$ cat src/rtl/mem_arbiter_rr.sv
// mem_arbiter_rr: round-robin arbiter for the shared memory port.
// One outstanding transaction, fixed latency, per-requester burst lock.
module mem_arbiter_rr #(
   parameter int N_REQ   = 3,
   parameter int ADDR_W  = 32,
   parameter int DATA_W  = 32,
   parameter int MEM_LAT = 1
) (
   input  logic                        clock,
   input  logic                        reset,
   input  logic [N_REQ-1:0]            req_valid,
   output logic [N_REQ-1:0]            req_ready,
   input  logic [N_REQ-1:0]            req_lock,
   input  logic [N_REQ-1:0]            req_we,
   input  logic [N_REQ*ADDR_W-1:0]     req_addr,
   input  logic [N_REQ*DATA_W-1:0]     req_wdata,
   input  logic [N_REQ*DATA_W/8-1:0]   req_be,
   output logic [N_REQ-1:0]            rsp_valid,
   output logic [DATA_W-1:0]           rsp_rdata,
   input  logic                        mem_ready,
   output logic                        mem_en,
   output logic                        mem_we,
   output logic [ADDR_W-1:0]           mem_addr,
   output logic [DATA_W-1:0]           mem_wdata,
   output logic [DATA_W/8-1:0]         mem_be,
   input  logic [DATA_W-1:0]           mem_rdata,
   output logic                        busy,
   output logic [$clog2(N_REQ)-1:0]    grant_id
);

   localparam int GW = $clog2(N_REQ);
   localparam int BW = DATA_W / 8;

   typedef enum logic [1:0] {
      IDLE,
      WAIT,
      RESP
   } state_t;

   state_t          state;
   logic [GW-1:0]   ptr;
   logic            lock_valid;
   logic [GW-1:0]   lock_owner;
   logic [GW-1:0]   owner;
   logic            is_wr;
   logic [3:0]      cnt;
   logic [GW-1:0]   g;
   logic            found;
   logic            active;

   function automatic logic [GW-1:0] wrap_add(
      input logic [GW-1:0] base,
      input int            k
   );
      int s;
      s = int'(base) + k;
      if (s >= N_REQ) s = s - N_REQ;
      return GW'(s);
   endfunction

   // Locked owner wins; otherwise scan upward from the last grant.
   always_comb begin
      g     = '0;
      found = 1'b0;
      if (lock_valid && req_valid[lock_owner]) begin
         g     = lock_owner;
         found = 1'b1;
      end else begin
         for (int k = 1; k <= N_REQ; k++) begin
            if (!found && req_valid[wrap_add(ptr, k)]) begin
               g     = wrap_add(ptr, k);
               found = 1'b1;
            end
         end
      end
   end

   assign active = reset && (state == IDLE) && found;

   always_comb begin
      req_ready = '0;
      mem_en    = 1'b0;
      mem_we    = 1'b0;
      mem_addr  = '0;
      mem_wdata = '0;
      mem_be    = '0;
      if (active) begin
         req_ready[g] = mem_ready;
         mem_en       = mem_ready;
         mem_we       = req_we[g];
         mem_addr     = req_addr[int'(g)*ADDR_W +: ADDR_W];
         mem_wdata    = req_wdata[int'(g)*DATA_W +: DATA_W];
         mem_be       = req_be[int'(g)*BW +: BW];
      end
   end

   always_comb begin
      rsp_valid = '0;
      if (state == RESP) rsp_valid[owner] = 1'b1;
   end

   assign busy = (state != IDLE);

   always_ff @(posedge clock or negedge reset) begin
      if (!reset) begin
         state      <= IDLE;
         ptr        <= GW'(N_REQ - 1);
         lock_valid <= 1'b0;
         lock_owner <= '0;
         owner      <= '0;
         grant_id   <= '0;
         is_wr      <= 1'b0;
         cnt        <= '0;
         rsp_rdata  <= '0;
      end else begin
         unique case (state)
            IDLE: begin
               if (mem_en) begin
                  owner      <= g;
                  grant_id   <= g;
                  ptr        <= g;
                  lock_valid <= req_lock[g];
                  lock_owner <= g;
                  is_wr      <= req_we[g];
                  cnt        <= 4'(MEM_LAT - 1);
                  state      <= WAIT;
               end else if (lock_valid && !req_valid[lock_owner]) begin
                  lock_valid <= 1'b0;
               end
            end
            WAIT: begin
               if (cnt == 4'd0) begin
                  rsp_rdata <= is_wr ? '0 : mem_rdata;
                  state     <= RESP;
               end else begin
                  cnt <= cnt - 4'd1;
               end
            end
            RESP: state <= IDLE;
            default: state <= IDLE;
         endcase
      end
   end

endmodule

$ cat config.mk
export PLATFORM = sky130hd
export DESIGN_NAME = mem_arbiter_rr
export DESIGN_NICKNAME = d
export VERILOG_FILES = /design/src/rtl/mem_arbiter_rr.sv
export SDC_FILE = /design/constraint.sdc
export NUM_CORES = 1
export LEC_CHECK = 0
export CORE_AREA = 2 2 141 143
export DETAILED_ROUTE_END_ITERATION = 7
export DIE_AREA = 0 0 143 145
export HOLD_SLACK_MARGIN = 0.05
export PLACE_DENSITY_LB_ADDON = 0.05
export REMOVE_ABC_BUFFERS = 1
export SETUP_SLACK_MARGIN = 0.05
export SKIP_LAST_GASP = 1
export SYNTH_ARGS = -nofsm -noshare
export SYNTH_HDL_FRONTEND = slang
export SYNTH_SLANG_ARGS = --single-unit
$ cat constraint.sdc
create_clock -name clock -period 3.6 [get_ports clock]
set_clock_uncertainty 0.05 [all_clocks]
set_input_delay 0.72 -clock clock [delete_from_list [all_inputs] [get_ports clock]]
set_output_delay 0.72 -clock clock [all_outputs]
set_load 0.1 [all_outputs]
After elaboration in Yosys (flattened, before gate mapping)
Index checks and enable logic that the tools add are counted.
{ "totals": {"register_bits": 44, "input_bits": 248, "output_inout_bits": 111, "word_cells": 102} }
{ "op_classes": {"addsub": 7, "magnitude_cmp": 10, "n_eq_ne": 5, "shifts": 3, "mux": 48, "bitwise": 1, "n_reduce_logical": 21} }
{ "ops": {"columns": ["op", "count"], "rows": [
  ["$shiftx A96 B8 Y32", 2],
  ["$mux W32", 3],
  ["$mux W2", 12],
  ["$mux W1", 18],
  ["$lt A2 B3 Y1 const B", 5],
  ["$bmux W1 S2", 6],
  ["$mux W4", 3],
  ["$shiftx A12 B5 Y4", 1],
  ["$ge A3 B2 Y1 const B", 3],
  ["$logic_and A1 B1 Y1", 8],
  ["$pmux W4 S2", 1],
  ["$reduce_and A2 Y1", 4],
  ["$add A2 B2 Y3 const B", 2],
  ["$mux W3", 2],
  ["$ne A2 B2 Y1 const B", 3],
  ["$reduce_bool A2 Y1", 3],
  ["$sub A2 B2 Y2 const B", 3],
  ["$demux W1 S2", 2],
  ["$ge A2 B1 Y1 const B", 2],
  ["$logic_not A4 Y1", 1],
  ["$pmux W2 S2", 1],
  ["$sub A4 B1 Y4 const B", 1],
  ["$add A2 B1 Y3 const B", 1],
  ["$and A3 B3 Y3", 1],
  ["5 further kinds", 7]
]} }

Longest topological paths before layout
{ "depth": {"word_depth": 22, "ltp_mapped": 12, "depth_no_buf": 9} }

Worst setup path before layout
Ideal clock, no wire load.
{ "synth_path": {"path_kind": "register to output", "start": "register ptr[0]", "end": "output port mem_we", "arrival_time_ps": 4269, "required_time_ps": 2830, "path_slack_ps": -1439, "stages_incl_launch_ff": 10, "path_buffers": 2, "cell_sequence": "dfrtp_1 -> buf_6 -> inv_1 -> ha_1 -> buf_2 -> mux2_2 -> a221o_1 -> a211oi_1 -> a211oi_2 -> nor3_1"} }
{ "synth_via": {"elab_chain_cells": 19, "elab_cells_between_ends": 39, "classes_between": "add/sub: 6; order compare: 3; mux: 25; reduce/logical: 5"} }
{ "synth_rtl": {"columns": ["element", "line", "text"], "rows": [
  ["from (decl)", "41", "logic [GW-1:0] ptr;"],
  ["from (signal assigned)", "107", "ptr <= GW'(N_REQ - 1);"],
  ["from (signal assigned)", "121", "ptr <= g;"],
  ["$add A2 B1 Y3", "56", "s = int'(base) + k;"],
  ["$ge A3 B2 Y1 / $sub A2 B2 Y2 (equally long branches)", "57", "if (s >= N_REQ) s = s - N_REQ;"],
  ["$mux W2", "57", null],
  ["$mux W2", "65", "if (lock_valid && req_valid[lock_owner]) begin"],
  ["$bmux W1 S2", "70", "if (!found && req_valid[wrap_add(ptr, k)]) begin"],
  ["$mux W1 (not written as such)", "70", null],
  ["$mux W1", "70", null],
  ["$mux W1", "65", null],
  ["[... 3 more ...]", null, null],
  ["$mux W1", "65", null],
  ["$logic_not A1 Y1", "70", null],
  ["$logic_and A1 B1 Y1", "70", null],
  ["$mux W2", "70", null],
  ["$mux W2", "65", null],
  ["$bmux W1 S2", "90", "mem_we = req_we[g];"],
  ["$mux W1 (not written as such)", "90", null],
  ["$mux W1 *", "87", "if (active) begin"],
  ["to (decl)", "22", "output logic mem_we,"]
]} }
Every way passes the cells marked *; elsewhere a longest branch is shown, timed or not. The select of a mux whose other input is x is not followed.

Worst setup path after layout
{ "layout_path": {"start": "register ptr[1]", "end": "output port mem_addr[4]"} }
{ "layout_via": {"elab_chain_cells": 18, "elab_cells_between_ends": 38, "classes_between": "add/sub: 6; order compare: 3; shift: 1; mux: 23; reduce/logical: 5"} }
{ "layout_rtl": {"columns": ["element", "line", "text"], "rows": [
  ["$add A2 B1 Y3", "56", null],
  ["$ge A3 B2 Y1 / $sub A2 B2 Y2 (equally long branches)", "57", null],
  ["$mux W2", "57", null],
  ["$mux W2", "65", null],
  ["$bmux W1 S2", "70", null],
  ["$mux W1 (not written as such)", "70", null],
  ["$mux W1", "70", null],
  ["$mux W1", "65", null],
  ["[... 2 more ...]", null, null],
  ["$mux W1", "70", null],
  ["$mux W1", "65", null],
  ["$logic_not A1 Y1", "70", null],
  ["$logic_and A1 B1 Y1", "70", null],
  ["$mux W2 / $mux W1 (equally long branches)", "70", null],
  ["$mux W2 / $mux W1 (equally long branches)", "65", null],
  ["$shiftx A96 B8 Y32 / $logic_and A1 B1 Y1 (equally long branches)", "91, 78", null],
  ["$mux W32 *", "87", null],
  ["to (decl)", "23", "output logic [ADDR_W-1:0] mem_addr,"]
]} }
Marked as above.

==> metrics.txt <==
status finished with violations; failing checks setup timing; largest net degree at the start of global routing 66; core footprint 19210 sq um; sequential cell area 1077 sq um; Max FO, Critical Path 8; hold crit path type reg2reg; top cell type's share of synthesized area 27.99%; Post-synth EDFFs 0; antenna violations before repair 5; Die Area 20740 sq um; fin cells 1254; post-synthesis sequential area ratio 28.69%; Netlist Area Pre-Place 3755 sq um; Routability Congestion 0.8772; Final HPWL DP 17310 um; final worst path period share 107.2%; number of global-route vias before repair 6101; RSZ-0062 raised after global routing true; Post-synth ARST share 100.0%; clock root buffer clkbuf_16; Clock Sinks 43; total wire length 25090 um; Initial Util 19.55%; TritonCTS Buffers 5; worst setup path class reg2out; crit path DAT 3.09 ns; first-pass GRT wire length 35250 um; Fmax 259.1 MHz; DRC Markers 0; Clock Latency Late Sink 0.28 ns; number of distinct library cells after synthesis 46; Warnings, synthesis 0; CP bufs+invs 4; GRT Total Usage 22.00%; Hold Fails Final Rpt 0; Max-cap violations 0; initial DRC count 173; Worst Path Required 2.83 ns; Die X 143 um; CP top delay family compound AO/OA/AOI/OAI gates; CTS tree yes; area leader, netlist dfrtp_1; top cells by area, synth dfrtp_1 (28%), nand2_1 (17%), o21ai_0 (14%), a31oi_1 (11%), nand2b_1 (5.8%); CTS hold repair buffers 0; I/O Buffers 358; Worst-Margin Slew 1.014 ns; Final nets 1237; antenna violation net count after detailed routing 0; Rel. slew slack 32.18%; P&R area growth vs syn 194.7%; slowest stage delay, CP 0.54 ns; crit start category register; Finish-stage setup viols 73; hold slack 0.4298 ns; dpl cells 1206; H-tree depth 2; worst-path cell chain inv_2, ha_4, mux2i_2, o21ai_2, a221o_1, a21oi_4, buf_8, clkbuf_16, nand2_1, a31oi_4, buf_12; Clock Pin Slew Worst Setup and Hold Paths 0.06 ns; post-route setup slack -0.2602 ns; Slowest cell on crit path dfstp_2; DR WL/cell 20.01 um; row cnt 51; Avg Cell Area, Syn 6.729 sq um; global route total overflow 0; Ports 359; Max clock buf depth 2; Vias 5936; pins over their slew limit 0; Final Critical Period 3.860 ns; 1st-pass router iterations 4; Synth Register Bits 43; Die Ht 145 um; main flop type after synthesis dfrtp_1; Crit. End Element primary output; area of the multi-input gates 3764 sq um; Cells after Synth 558; share of cells above drive strength 1 37.56%; dpl ws -0.4944 ns; fillers 1652; Vias/cell 4.734
[synth_stat cells, types with 6 or more instances]
master and instances:
nor2_1 13, inv_1 13, clkbuf_1 30, a21oi_1 7, a31oi_1 68, nand2b_1 35, o21ai_0 103, nand2_1 174
buf_2 8, mux2_2 6, buf_4 6, dfrtp_1 42
[tightest hold or removal path, delay by kind of cell, from the launching register on]
kind	cells	cell delay (ns)
simple gates	1	0.05
flops	1	0.34
compound gates	1	0.06
[through the flow]
step | cell area, sq um | util, % | setup TNS, ns
2_1_floorplan | 3497 | - | -301.41
3_3_place_gp | 8867 | 46.17 | -20.26
3_5_place_dp | 8867 | 46.17 | -27.86
4_1_cts | 10120 | 52.68 | -14.11
5_1_grt | 11060 | 57.61 | -21.49
6_report | 11060 | 57.61 | -13.88
[routing by layer]
layer | global-route usage, % | share of wire (%) | wire [um] | vias up
met5 | 0 | 0.048 | 12 | -
met4 | 7.030 | 2.6 | 654 | 2
met3 | 6.337 | 7.8 | 1945 | 36
met2 | 39.07 | 52 | 13040 | 259
met1 | 25.09 | 38 | 9442 | 2830
li1 | - | - | - | 2809
[registers in the layout, summed over array words and instances, names as in the netlist]
signal,cells
cnt,4
lock_valid,1
rsp_rdata,32
is_wr,1
ptr,2
state,2
owner,1
[what timing repair did]
| action | 4_1_cts | 5_1_grt |
|---|---|---|
| gates cloned | 5 | 12 |
| setup endpoints to repair | 73 | 73 |
| resized for setup | 173 | 149 |
| setup buffers | 13 | 12 |
| pin swaps | 68 | 74 |
| hold endpoints to repair | 0 | 0 |
[cell type report]
| type | count | share of cell area, % |
|---|---|---|
| diodes | 4 | 0.09047 |
| clock buffers | 6 | 1.165 |
| clock inverters | 2 | 0.1131 |
| inverters | 14 | 0.4976 |
| multi-input cells | 451 | 34.02 |
| flip-flops and latches | 43 | 9.736 |
| well taps | 265 | 2.997 |
| repair buffers | 469 | 51.39 |
[cell families after synthesis]
logic type / synth area share (%)
mux: 2.332
simple gates: 26.89
buf+inv: 8.264
flops: 28.69
fa+ha+maj: 1.666
compound gates: 32.16
[cell usage in the layout (no fill, tap or decap), drive strengths merged, types with 3 or more instances in the layout]
cell / synthesis / routed
a211oi: 4 / 4
a21o: 5 / 5
a21oi: 8 / 8
a31oi: 69 / 69
buf: 20 / 187
clkbuf: 30 / 15
clkdlybuf4s50: 0 / 270
dfrtp: 42 / 42
diode: 0 / 4
dlygate4sd2: 0 / 3
ha: 5 / 5
inv: 14 / 14
mux2: 6 / 6
nand2: 174 / 174
nand2b: 35 / 35
nor2: 13 / 13
o21ai: 104 / 104
[final timing paths]
check,startpoint,to,slack [ns],cells after the start
setup / recovery,ptr[1],mem_addr[4],-0.26,11
hold / removal,rsp_rdata[28],rsp_rdata[28],0.43,2
setup reg to reg,ptr[1],ptr[0],0.44,16
hold reg to reg,rsp_rdata[28],rsp_rdata[28],0.43,2
max in group asynchronous,reset,rsp_rdata[8],2.60,2
min in group asynchronous,reset,cnt[1],0.50,2
Power is left out: the tool's default activity adds up to more than one toggle a clock period on the data nets, which glitch-free logic cannot reach.
